$ cat src/rtl/fb_write_arbiter.sv
// Write-port arbiter for the vga_ball framebuffer. It shares one registered
// write port between host bus writes and a fill engine that writes a constant pattern.
module fb_write_arbiter #(
   parameter int ADDR_W     = 15,
   parameter int DATA_W     = 32,
   parameter int HOST_BURST = 4
) (
   input  logic              clk,
   input  logic              reset,
   input  logic              host_chipselect,
   input  logic              host_write,
   input  logic [ADDR_W-1:0] host_address,
   input  logic [DATA_W-1:0] host_writedata,
   output logic              host_waitrequest,
   input  logic              fill_start,
   input  logic              fill_abort,
   input  logic [ADDR_W-1:0] fill_base,
   input  logic [ADDR_W:0]   fill_count,
   input  logic [DATA_W-1:0] fill_pattern,
   output logic              fill_busy,
   output logic              fill_done,
   output logic              fb_chipselect,
   output logic              fb_write,
   output logic [ADDR_W-1:0] fb_address,
   output logic [DATA_W-1:0] fb_writedata
);

   typedef enum logic {S_IDLE, S_FILL} state_t;

   localparam logic [3:0]    BURST_MAX = 4'(HOST_BURST);
   localparam logic [ADDR_W:0] REM_ONE = (ADDR_W+1)'(1);

   state_t              state, state_nxt;
   logic [3:0]          burst_cnt;
   logic [ADDR_W-1:0]   fill_addr;
   logic [ADDR_W:0]     fill_remaining;
   logic [DATA_W-1:0]   fill_data;
   logic                host_req, fill_pending, host_grant, fill_grant;
   logic                fill_last, start_load, start_empty;

   always_comb begin
      host_req     = host_chipselect & host_write;
      fill_pending = (state == S_FILL);
      host_grant   = host_req & (~fill_pending | (burst_cnt != BURST_MAX));
      fill_grant   = fill_pending & ~host_grant;
      fill_last    = fill_grant & (fill_remaining == REM_ONE);
      start_load   = (state == S_IDLE) & fill_start & (fill_count != '0);
      start_empty  = (state == S_IDLE) & fill_start & (fill_count == '0);
      // NOTE: waitrequest is combinational so the host sees the stall in the
      // same cycle it presents the request; registering it would lose a write.
      host_waitrequest = host_req & ~host_grant;

      state_nxt = state;
      case (state)
         S_IDLE: if (start_load) state_nxt = S_FILL;
         S_FILL: if (fill_last || fill_abort) state_nxt = S_IDLE;
         default: state_nxt = S_IDLE;
      endcase
   end

   assign fill_busy = fill_pending;

   // NOTE: every register here is updated with <= so all of them sample the
   // pre-edge values computed above, regardless of statement order.
   always_ff @(posedge clk) begin
      if (reset) state <= S_IDLE;
      else       state <= state_nxt;
   end

   always_ff @(posedge clk) begin
      if (reset) begin
         burst_cnt      <= '0;
         fill_addr      <= '0;
         fill_remaining <= '0;
         fill_data      <= '0;
         fill_done      <= 1'b0;
         fb_chipselect  <= 1'b0;
         fb_write       <= 1'b0;
         fb_address     <= '0;
         fb_writedata   <= '0;
      end else begin
         fill_done <= fill_last | start_empty;

         // Host burst accounting only matters while a fill is competing
         if (!fill_pending)   burst_cnt <= '0;
         else if (host_grant) burst_cnt <= burst_cnt + 4'd1;
         else if (fill_grant) burst_cnt <= '0;

         if (start_load) begin
            fill_addr      <= fill_base;
            fill_remaining <= fill_count;
            fill_data      <= fill_pattern;
         end else if (fill_grant) begin
            fill_addr      <= fill_addr + 1'b1;
            fill_remaining <= fill_remaining - REM_ONE;
         end

         fb_chipselect <= host_grant | fill_grant;
         fb_write      <= host_grant | fill_grant;
         if (host_grant) begin
            fb_address   <= host_address;
            fb_writedata <= host_writedata;
         end else if (fill_grant) begin
            fb_address   <= fill_addr;
            fb_writedata <= fill_data;
         end
      end
   end

endmodule

$ cat config.mk
export PLATFORM = sky130hd
export DESIGN_NAME = fb_write_arbiter
export DESIGN_NICKNAME = d
export VERILOG_FILES = /design/src/rtl/fb_write_arbiter.sv
export SDC_FILE = /design/constraint.sdc
export NUM_CORES = 1
export LEC_CHECK = 0
export ABC_CLOCK_PERIOD_IN_PS = 4800
export BUFFER_PORTS_ARGS = -buffer_cell sky130_fd_sc_hd__buf_2
export CORE_ASPECT_RATIO = 1.1
export CORE_MARGIN = 2
export CORE_UTILIZATION = 57
export CTS_BUF_LIST = sky130_fd_sc_hd__clkbuf_2 sky130_fd_sc_hd__clkbuf_4 sky130_fd_sc_hd__clkbuf_8
export CTS_CLUSTER_SIZE = 8
export DETAILED_ROUTE_END_ITERATION = 12
export HOLD_SLACK_MARGIN = 0.06
export PLACE_DENSITY = 0.88
export SLEW_MARGIN = 20
export SYNTH_ARGS = -nofsm -noshare
export SYNTH_HDL_FRONTEND = slang
export SYNTH_SLANG_ARGS = --single-unit
$ cat constraint.sdc
create_clock -name clk -period 4.8 [get_ports clk]
set_clock_uncertainty 0.15 [all_clocks]
set_input_delay 0.48 -clock clk [delete_from_list [all_inputs] [get_ports clk]]
set_output_delay 0.48 -clock clk [all_outputs]
set_load 0.1 [all_outputs]
; Word level (Yosys, flattened, before mapping)
; Index checks and enable logic that the tools add are counted.
[classes]
n_eq_ne = 2
shift = 0
bitwise = 13
div = 0
mul = 0
muxes = 13
reduce_logical = 6
addsub = 3
n_lt_le_gt_ge = 0
[ops]
columns = op, n
row1 = 32-bit 2-to-1 mux, 2
row2 = 15-bit 2-to-1 mux, 4
row3 = 16-bit 2-to-1 mux, 2
row4 = 16-bit by 1-bit == test with 1-bit output (second input constant), 1
row5 = 16-bit zero test, 1
row6 = 16-bit nonzero test, 1
row7 = 16-bit by 1-bit subtractor with 16-bit output (second input constant), 1
row8 = 15-bit by 1-bit adder with 15-bit output (second input constant), 1
row9 = 1-bit AND, 8
row10 = 4-bit 2-to-1 mux, 2
row11 = 4-bit by 1-bit adder with 4-bit output (second input constant), 1
row12 = 4-bit by 3-bit inequality test with 1-bit output (second input constant), 1
row13 = 2-bit nonzero test, 2
row14 = 1-bit OR, 3
row15 = 1-bit 2-to-1 mux, 2
row16 = 1-bit NOT, 2
row17 = 1-bit one-hot mux with 2 select lines, 1
row18 = 2-bit OR reduction, 1
row19 = 1-bit logical OR, 1
[word_totals]
input_bits = 116
wordCells = 46
out_inout_bits = 52
latch_bits = 0
ram_bits = 0
memories = 0
rom_bits = 0
register_bits = 117

; Depth between registers and ports, before layout
; Gate-level depths: netlist of the first run.
[depth]
depth_word = 9
ltp_mapped = 8
mapped_depth_nobuf = 6

; Least setup slack after synthesis of the first run
; OpenSTA, ideal clock, no wires.
[synth_timing]
kind = register to output
start = register state (netlist: fill_busy)
end = output port host_waitrequest
t_arrival_ns = 2.773
required_time_ns = 4.170
slack_ns = 1.397
path_stages_with_launch = 4
cell_sequence = dfxtp_1 -> clkbuf_1 -> nand4b_1 -> nor2_1
[synth_via]
elab_chain_cells = 5
[synth_rtl]
columns = element, line
row1 = start: declaration, 33  ; state_t state, state_nxt;
row2 = start signal: assignment, 67  ; else state <= state_nxt;
row3 = 1-bit NOT (no line), --
row4 = 1-bit OR, 44  ; host_grant = host_req & (~fill_pending | (burst_cnt != BURST_MAX));
row5 = 1-bit AND, 44
row6 = 1-bit NOT, 51  ; host_waitrequest = host_req & ~host_grant;
row7 = 1-bit AND, 51
row8 = end: declaration, 14  ; output logic host_waitrequest,
; Every way passes these cells.

; Worst setup path after layout of the first run
; Same ends and word-level chain as after synthesis.

==> results_dict.tcl, run 1 <==
set metrics [dict create \
    die_area_um2 10230 \
    timing.final.crit_share 0.6693 \
    gp_congestion 0.9097 \
    grt_max_degree 117 \
    drt_pass1_iterations 5 \
    drive_gt1_frac 0.2853 \
    slew_headroom 0.3000 \
    finalSetupViolations 0 \
    register_area_um2 2346 \
    cp_cell_sequence "nand4b_1 > nor2_1 > buf_2" \
    antenna_found_initial 0 \
    synthFlopType "dfxtp_1" \
    cap_violations 0 \
    overflow 0 \
    peakVddDrop_mv 0.2687 \
    r2r_cells 4 \
    vias 5320 \
    hold_viol 0 \
    h-tree-depth 4 \
    yosysUniqueCellTypes 59 \
    netlist_area_um2 5378 \
    crit_start "fill_busy" \
    yosys_warnings 0 \
    worstSetupStartpointType "flop" \
    post-synth-top-area-cell "dfxtp_1" \
    syn2layout_area_growth_pct 23.45 \
    hold_slack_ps 131.2 \
    clk_pin_slew_ps 70 \
    cts_root_buffer "clkbuf_8" \
    cp.arrival_ps 2580 \
    ys_top_cells_by_area "dfxtp_1 44%, mux2i_1 8.9%, a211oi_1 7.3%" \
    cts_setup_buffers 0 \
    synth.most_common_cell "dfxtp_1" \
    crit_type "reg -> out" \
    fin_area_um2 6639 \
    p_per_area_nw_per_um2 411.0 \
    fillers 697 \
    top_layer_used "met4" \
    finalCriticalPeriod_ps 3213 \
    r2r_start "fill_busy" \
    cp_max_fo 54 \
    worstHoldStart "fill_pattern[7]" \
    postSynthCellCount 611 \
    nNetsFinal 872 \
    fmax_mhz 311.3 \
    die_y_um 105.9 \
    num_rows 37 \
    hpwl_um 9779 \
    ys_seq_elements 117 \
    avgSynthCellArea_um2 8.801 \
    wl_met3_um 1332 \
    status "completed" \
    synth_edf_count 0 \
    hold_path.class "in -> reg" \
    port_buffers 167 \
    critical_path.slowest_cell "dfxtp_4" \
    diodes 0 \
    first_iter_violations 341 \
    met2WireLength_um 7471 \
    tns_ps 0 \
    p_leak_nw 2.767 \
    initial_core_util 0.5808 \
    die_x_um 96.61 \
    required_ps 4170 \
    pin_count 168 \
    cts.sinks 117 \
    r2r_end "fb_address[6]" \
    wl_met1_um 5783 \
    fin_total_pwr_mw 2.728 \
    multi_input_area_um2 2774 \
    max-clock-path-buffers 2 \
    regToRegSetupSlack_ps 1640 \
    cts_buffers 17 \
    cp-end-kind "output pin" \
    cts_tree "yes" \
    grt.total_usage 0.2965 \
    route.detailed.drc 0 \
    cts_resized 0 \
    ant_nets 0 \
    yosys-top-cells-count "117 x dfxtp_1, 83 x nand2_1, 60 x nor2_1, 52 x a211oi_1" \
    synth_top_area_share 0.4356 \
    final_cells 881 \
    wire_per_inst_um 16.94 \
    slew_viol_final 0 \
    cts_hold_buf 0 \
    core_area_um2 9259 \
    routed_via_density 6.039 \
    tightest_slew_ps 1050 \
    grt_setup_unrepaired "no" \
    wl_um 14920 \
    ys_seq_area_frac 0.4356 \
    placed_area_um2 6165 \
    grt_pass1_vias 5226 \
    synth_fp_nets 732 \
    insertion_delay_ps 430 \
    grt_pass1_wl_um 24870 \
    endpoint "host_waitrequest" \
    cpPeakStageDelay_ps 930 \
    async_reset_ff_frac 0 \
    placed_cells 849 \
]
==> cell families after synthesis <==
logic type	after synthesis	share of synthesized area
buffers and inverters	61	0.05281
adders and majority gates	5	0.01163
AOI/OAI and AO/OA	167	0.2252
xor gates and xnor gates	4	0.006516
DFF	117	0.4356
and+or+nand+nor	209	0.1789
muxes	48	0.08934
==> layer usage <==
layer | GRT usage | vias to the layer above
li1 | - | 2526
met1 | 0.3417 | 2510
met2 | 0.5069 | 246
met3 | 0.09615 | 38
met4 | 0.1237 | 0
met5 | 0 | -
==> power breakdown <==
group | internal (mW) | switching, mW | leakage, nW
Clock | 0.675 | 0.394 | 0.240
Combinational | 0.153 | 0.401 | 1.56
Sequential | 1.04 | 0.0653 | 0.964
Total | 1.87 | 0.861 | 2.77
==> placed cells by master, fill, tap and decap left out, types with 7 or more instances in the layout <==
master,netlist,final
buf_2,8,166
dfxtp_1,117,116
nand2_1,83,83
nor2_1,60,60
a211oi_1,52,52
a21oi_1,48,48
mux2i_1,48,48
clkbuf_8,0,20
nand3_1,20,19
inv_1,14,14
o211ai_1,10,10
a31oi_1,10,10
or4_1,7,7
==> how the worst min path moves through the flow <==
stage | end | slack [ps] | depth (start not counted)
final | fill_data[7] | 130 | 3
after global routing | fill_data[7] | 120 | 3
after CTS | fill_data[14] | 110 | 3
after detailed placement | fill_data[27] | 300 | 2
after global placement | burst_cnt[0] | 290 | 1
after floorplan | burst_cnt[0] | 280 | 1
==> final cells by class <==
cell class,instances,share of cell area
Clock buffer,23,0.04485
Clock inverter,9,0.02601
Inverter,14,0.007916
Multi-Input combinational cell,433,0.4178
Sequential cell,117,0.3534
Tap cell,117,0.02205
Timing Repair Buffer,168,0.1280
==> state kept, by name, indices dropped and copies added, names as in the netlist <==
| name | count |
|---|---|
| fb_writedata | 32 |
| fill_remaining | 16 |
| fill_data | 32 |
| fill_addr | 15 |
| fill_busy | 1 |
| fill_done | 1 |
| fb_address | 15 |
| burst_cnt | 4 |
| fb_write | 1 |
==> critical path: cells and delay by family (launching register included) <==
family / cells / cell delay [ps]
buffers and inverters: 1 / 460
flip-flops: 1 / 930
AND/OR/NAND/NOR: 2 / 750
==> stage by stage <==
step                      utilization  worst slack, ps
after global routing           0.7170             1384
after global placement         0.6649             1809
final                          0.7170             1587
after floorplan                     -             1397
after detailed placement       0.6658             1801
after CTS                      0.7166             1582
(Power assumes the default switching activity.)
==> run 2: changes to the inputs <==
- ABC_AREA: default -> 1
- ABC_CLOCK_PERIOD_IN_PS: 4800 -> 3000
- CORE_UTILIZATION: 57 -> 53
- PLACE_DENSITY: 0.88 -> 0.82
- clock period: 4.8 -> 3 ns (I/O delays scaled with it)
==> run 2 against run 1 <==
  * Final area increased by 19%
  * Synthesized area increased by 3.8%
  * Critical endpoint is now fb_writedata[7]
  * Sequential power increased by 59%
  * Largest power group unchanged
==> results_dict.tcl, run 2 <==
set metrics [dict create \
    grt_pass1_vias 6690 \
    insertion_delay_ps 440 \
    drt_pass1_iterations 7 \
    fmax_mhz 417.3 \
    gp_congestion 0.8851 \
    yosys-top-cells-count "247 x nand2_1, 133 x nor2_1, 117 x dfxtp_1, 103 x nand3_1, 63 x inv_1" \
    vias 6728 \
    num_rows 39 \
    layout_commonest_cell "nand2_1" \
    wire_per_inst_um 15.37 \
    tns_ps 0 \
    netlist_area_um2 5583 \
    cts.sinks 117 \
    core_area_um2 10340 \
    crit_start "burst_cnt[0]" \
    hold_path.class "in -> reg" \
    status "completed" \
    hold_viol 0 \
    slew_headroom 0.4216 \
    synth_top_area_share 0.4195 \
    die_y_um 111.6 \
    overflow 0 \
    r2r_cells 8 \
    grt.total_usage 0.3511 \
    cap_violations 0 \
    drive_gt1_frac 0.1989 \
    h-tree-depth 4 \
    final_cells 1254 \
    ant_nets 0 \
    cts_setup_buffers 0 \
    timing.final.crit_share 0.7988 \
    slew_viol_final 0 \
    r2r_start "burst_cnt[0]" \
    port_buffers 167 \
    fillers 733 \
    path_buf_inv 3 \
    path_common_cell "buf_4" \
    placed_cells 1118 \
    hpwl_um 10350 \
    cp_top_family "buffers and inverters" \
    route.detailed.drc 0 \
    avgSynthCellArea_um2 6.591 \
    grt_setup_unrepaired "no" \
    cts_tree "yes" \
    ys_top_cells_by_area "dfxtp_1 42%, nand2_1 17%, nand3_1 9.2%" \
    die_area_um2 11370 \
    path_depth 8 \
    synthFlopType "dfxtp_1" \
    regToRegSetupSlack_ps 600 \
    final_cell_mix "247 x nand2_1, 167 x buf_2, 133 x nor2_1, 117 x dfxtp_1, 103 x nand3_1" \
    peakVddDrop_mv 0.2902 \
    synth.most_common_cell "nand2_1" \
    wl_um 19270 \
    die_x_um 101.9 \
    postSynthCellCount 847 \
    cp_max_fo 57 \
    cp.arrival_ps 2590 \
    max-clock-path-buffers 2 \
    initial_core_util 0.5397 \
    cp-end-kind "flop" \
    crit_type "reg -> reg" \
    r2r_end "fb_writedata[7]" \
    cpPeakStageDelay_ps 500 \
    yosysUniqueCellTypes 25 \
    cp_cell_sequence "inv_1 > ha_1 > nand3_1 > a21oi_4 > buf_4 > buf_4 > nand2_1 > a31oi_1" \
    cts_buffers 17 \
    yosys_warnings 0 \
    first_iter_violations 447 \
    grt_max_degree 65 \
    syn2layout_area_growth_pct 41.53 \
    grt_pass1_wl_um 31630 \
    routed_via_density 5.365 \
    critical_path.slowest_cell "buf_4" \
    ys_seq_elements 117 \
    post-synth-top-area-cell "dfxtp_1" \
    required_ps 3190 \
    pin_count 168 \
    worstSetupStartpointType "flop" \
    async_reset_ff_frac 0 \
    finalSetupViolations 0 \
    final_util 0.7638 \
    largestRegisters "fb_writedata (32), fill_data (32), fill_remaining (16)" \
    synth_edf_count 0 \
    synth_fp_nets 968 \
    tightest_slew_ps 866.6 \
    nNetsFinal 1214 \
    endpoint "fb_writedata[7]" \
    p_leak_nw 3.704 \
    finalCriticalPeriod_ps 2396 \
    clk_pin_slew_ps 80 \
    antenna_found_initial 4 \
    cts_root_buffer "clkbuf_8" \
    p_per_area_nw_per_um2 556.8 \
    ys_seq_area_frac 0.4195 \
]
==> run 2: cell count changes in the layout (fill, tap and decap cells not counted), sizes merged, moves of 10 or more <==
cell	change
mux2i	-48
nand3	+83
nand2	+166
or4	-11
a211oi	-52
nor2	+77
o211ai	-11
a21oi	-33
inv	+52
o21ai	+35
buf	+10
dlygate4sd3	+99
a31oi	+37
==> run 2: timing repair <==
item,in CTS,in global routing
resized for setup,0,0
hold buffers,99,0
hold endpoints to repair,99,0
==> run 2: cell type report <==
cell class / instances / area (um2) / share of cell area
multi-input combinational: 615 / 2764 / 0.3498
sequential: 117 / 2342 / 0.2964
timing repair buffer: 277 / 1909 / 0.2416
clock buffer: 18 / 247.7 / 0.03135
inverter: 65 / 244.0 / 0.03088
clock inverter: 14 / 202.7 / 0.02565
tap: 143 / 178.9 / 0.02264
antenna: 5 / 12.51 / 0.001584
==> run 2: worst min path at each step <==
stage / from / end / slack, ps / cells after the start
detailed placement: fb_address[0] / fb_address[0] / 310 / 2
global placement: burst_cnt[0] / burst_cnt[0] / 300 / 1
finish: fill_count[4] / fill_remaining[4] / 90 / 5
CTS: fill_count[4] / fill_remaining[4] / 60 / 5
global route: fill_count[9] / fill_remaining[9] / 90 / 5
floorplan: burst_cnt[0] / burst_cnt[0] / 280 / 1
==> run 2: cells by family (layout without fill, tap and decap cells) <==
family | Yosys count | count (layout) | synth area share
and+or+nand+nor | 501 | 501 | 0.3675
other | 0 | 5 | 0
adders and majority gates | 5 | 5 | 0.01121
xor gates and xnor gates | 5 | 5 | 0.007844
DFF | 117 | 117 | 0.4195
buffers and inverters | 115 | 374 | 0.08830
AOI/OAI and AO/OA | 104 | 104 | 0.1056
==> run 2: worst register-to-register path: stages (launching register included) <==
cell and delay (ps):
dfxtp_1 340, inv_1 60, ha_1 160, nand3_1 130
a21oi_4 150, buf_4 500, buf_4 410, nand2_1 150
a31oi_1 260
==> run 2: routing by layer <==
metal / GRT usage / share of wire
met4: 0.2000 / 0.044
met1: 0.4061 / 0.38
met3: 0.1155 / 0.094
met2: 0.5632 / 0.48
met5: 0 / 0
==> run 2: power breakdown <==
part / leakage (nW) / switching [mW] / internal (mW) / total (mW)
combinational: 2.52 / 0.692 / 0.320 / 1.01
clock: 0.223 / 0.700 / 0.937 / 1.64
sequential: 0.963 / 0.0889 / 1.66 / 1.75
total: 3.70 / 1.48 / 2.92 / 4.40
==> run 2: stage by stage <==
step	hold WS (ps)	instance area, um2	total power [mW]	setup WS [ps]
floorplan	279.7	5583	2.438	19.01
global placement	297.1	6447	2.636	870.4
global route	91.03	7899	4.586	346.0
finish	93.14	7901	4.400	603.6
CTS	62.71	7889	4.365	687.2
detailed placement	305.3	6447	2.652	783.4
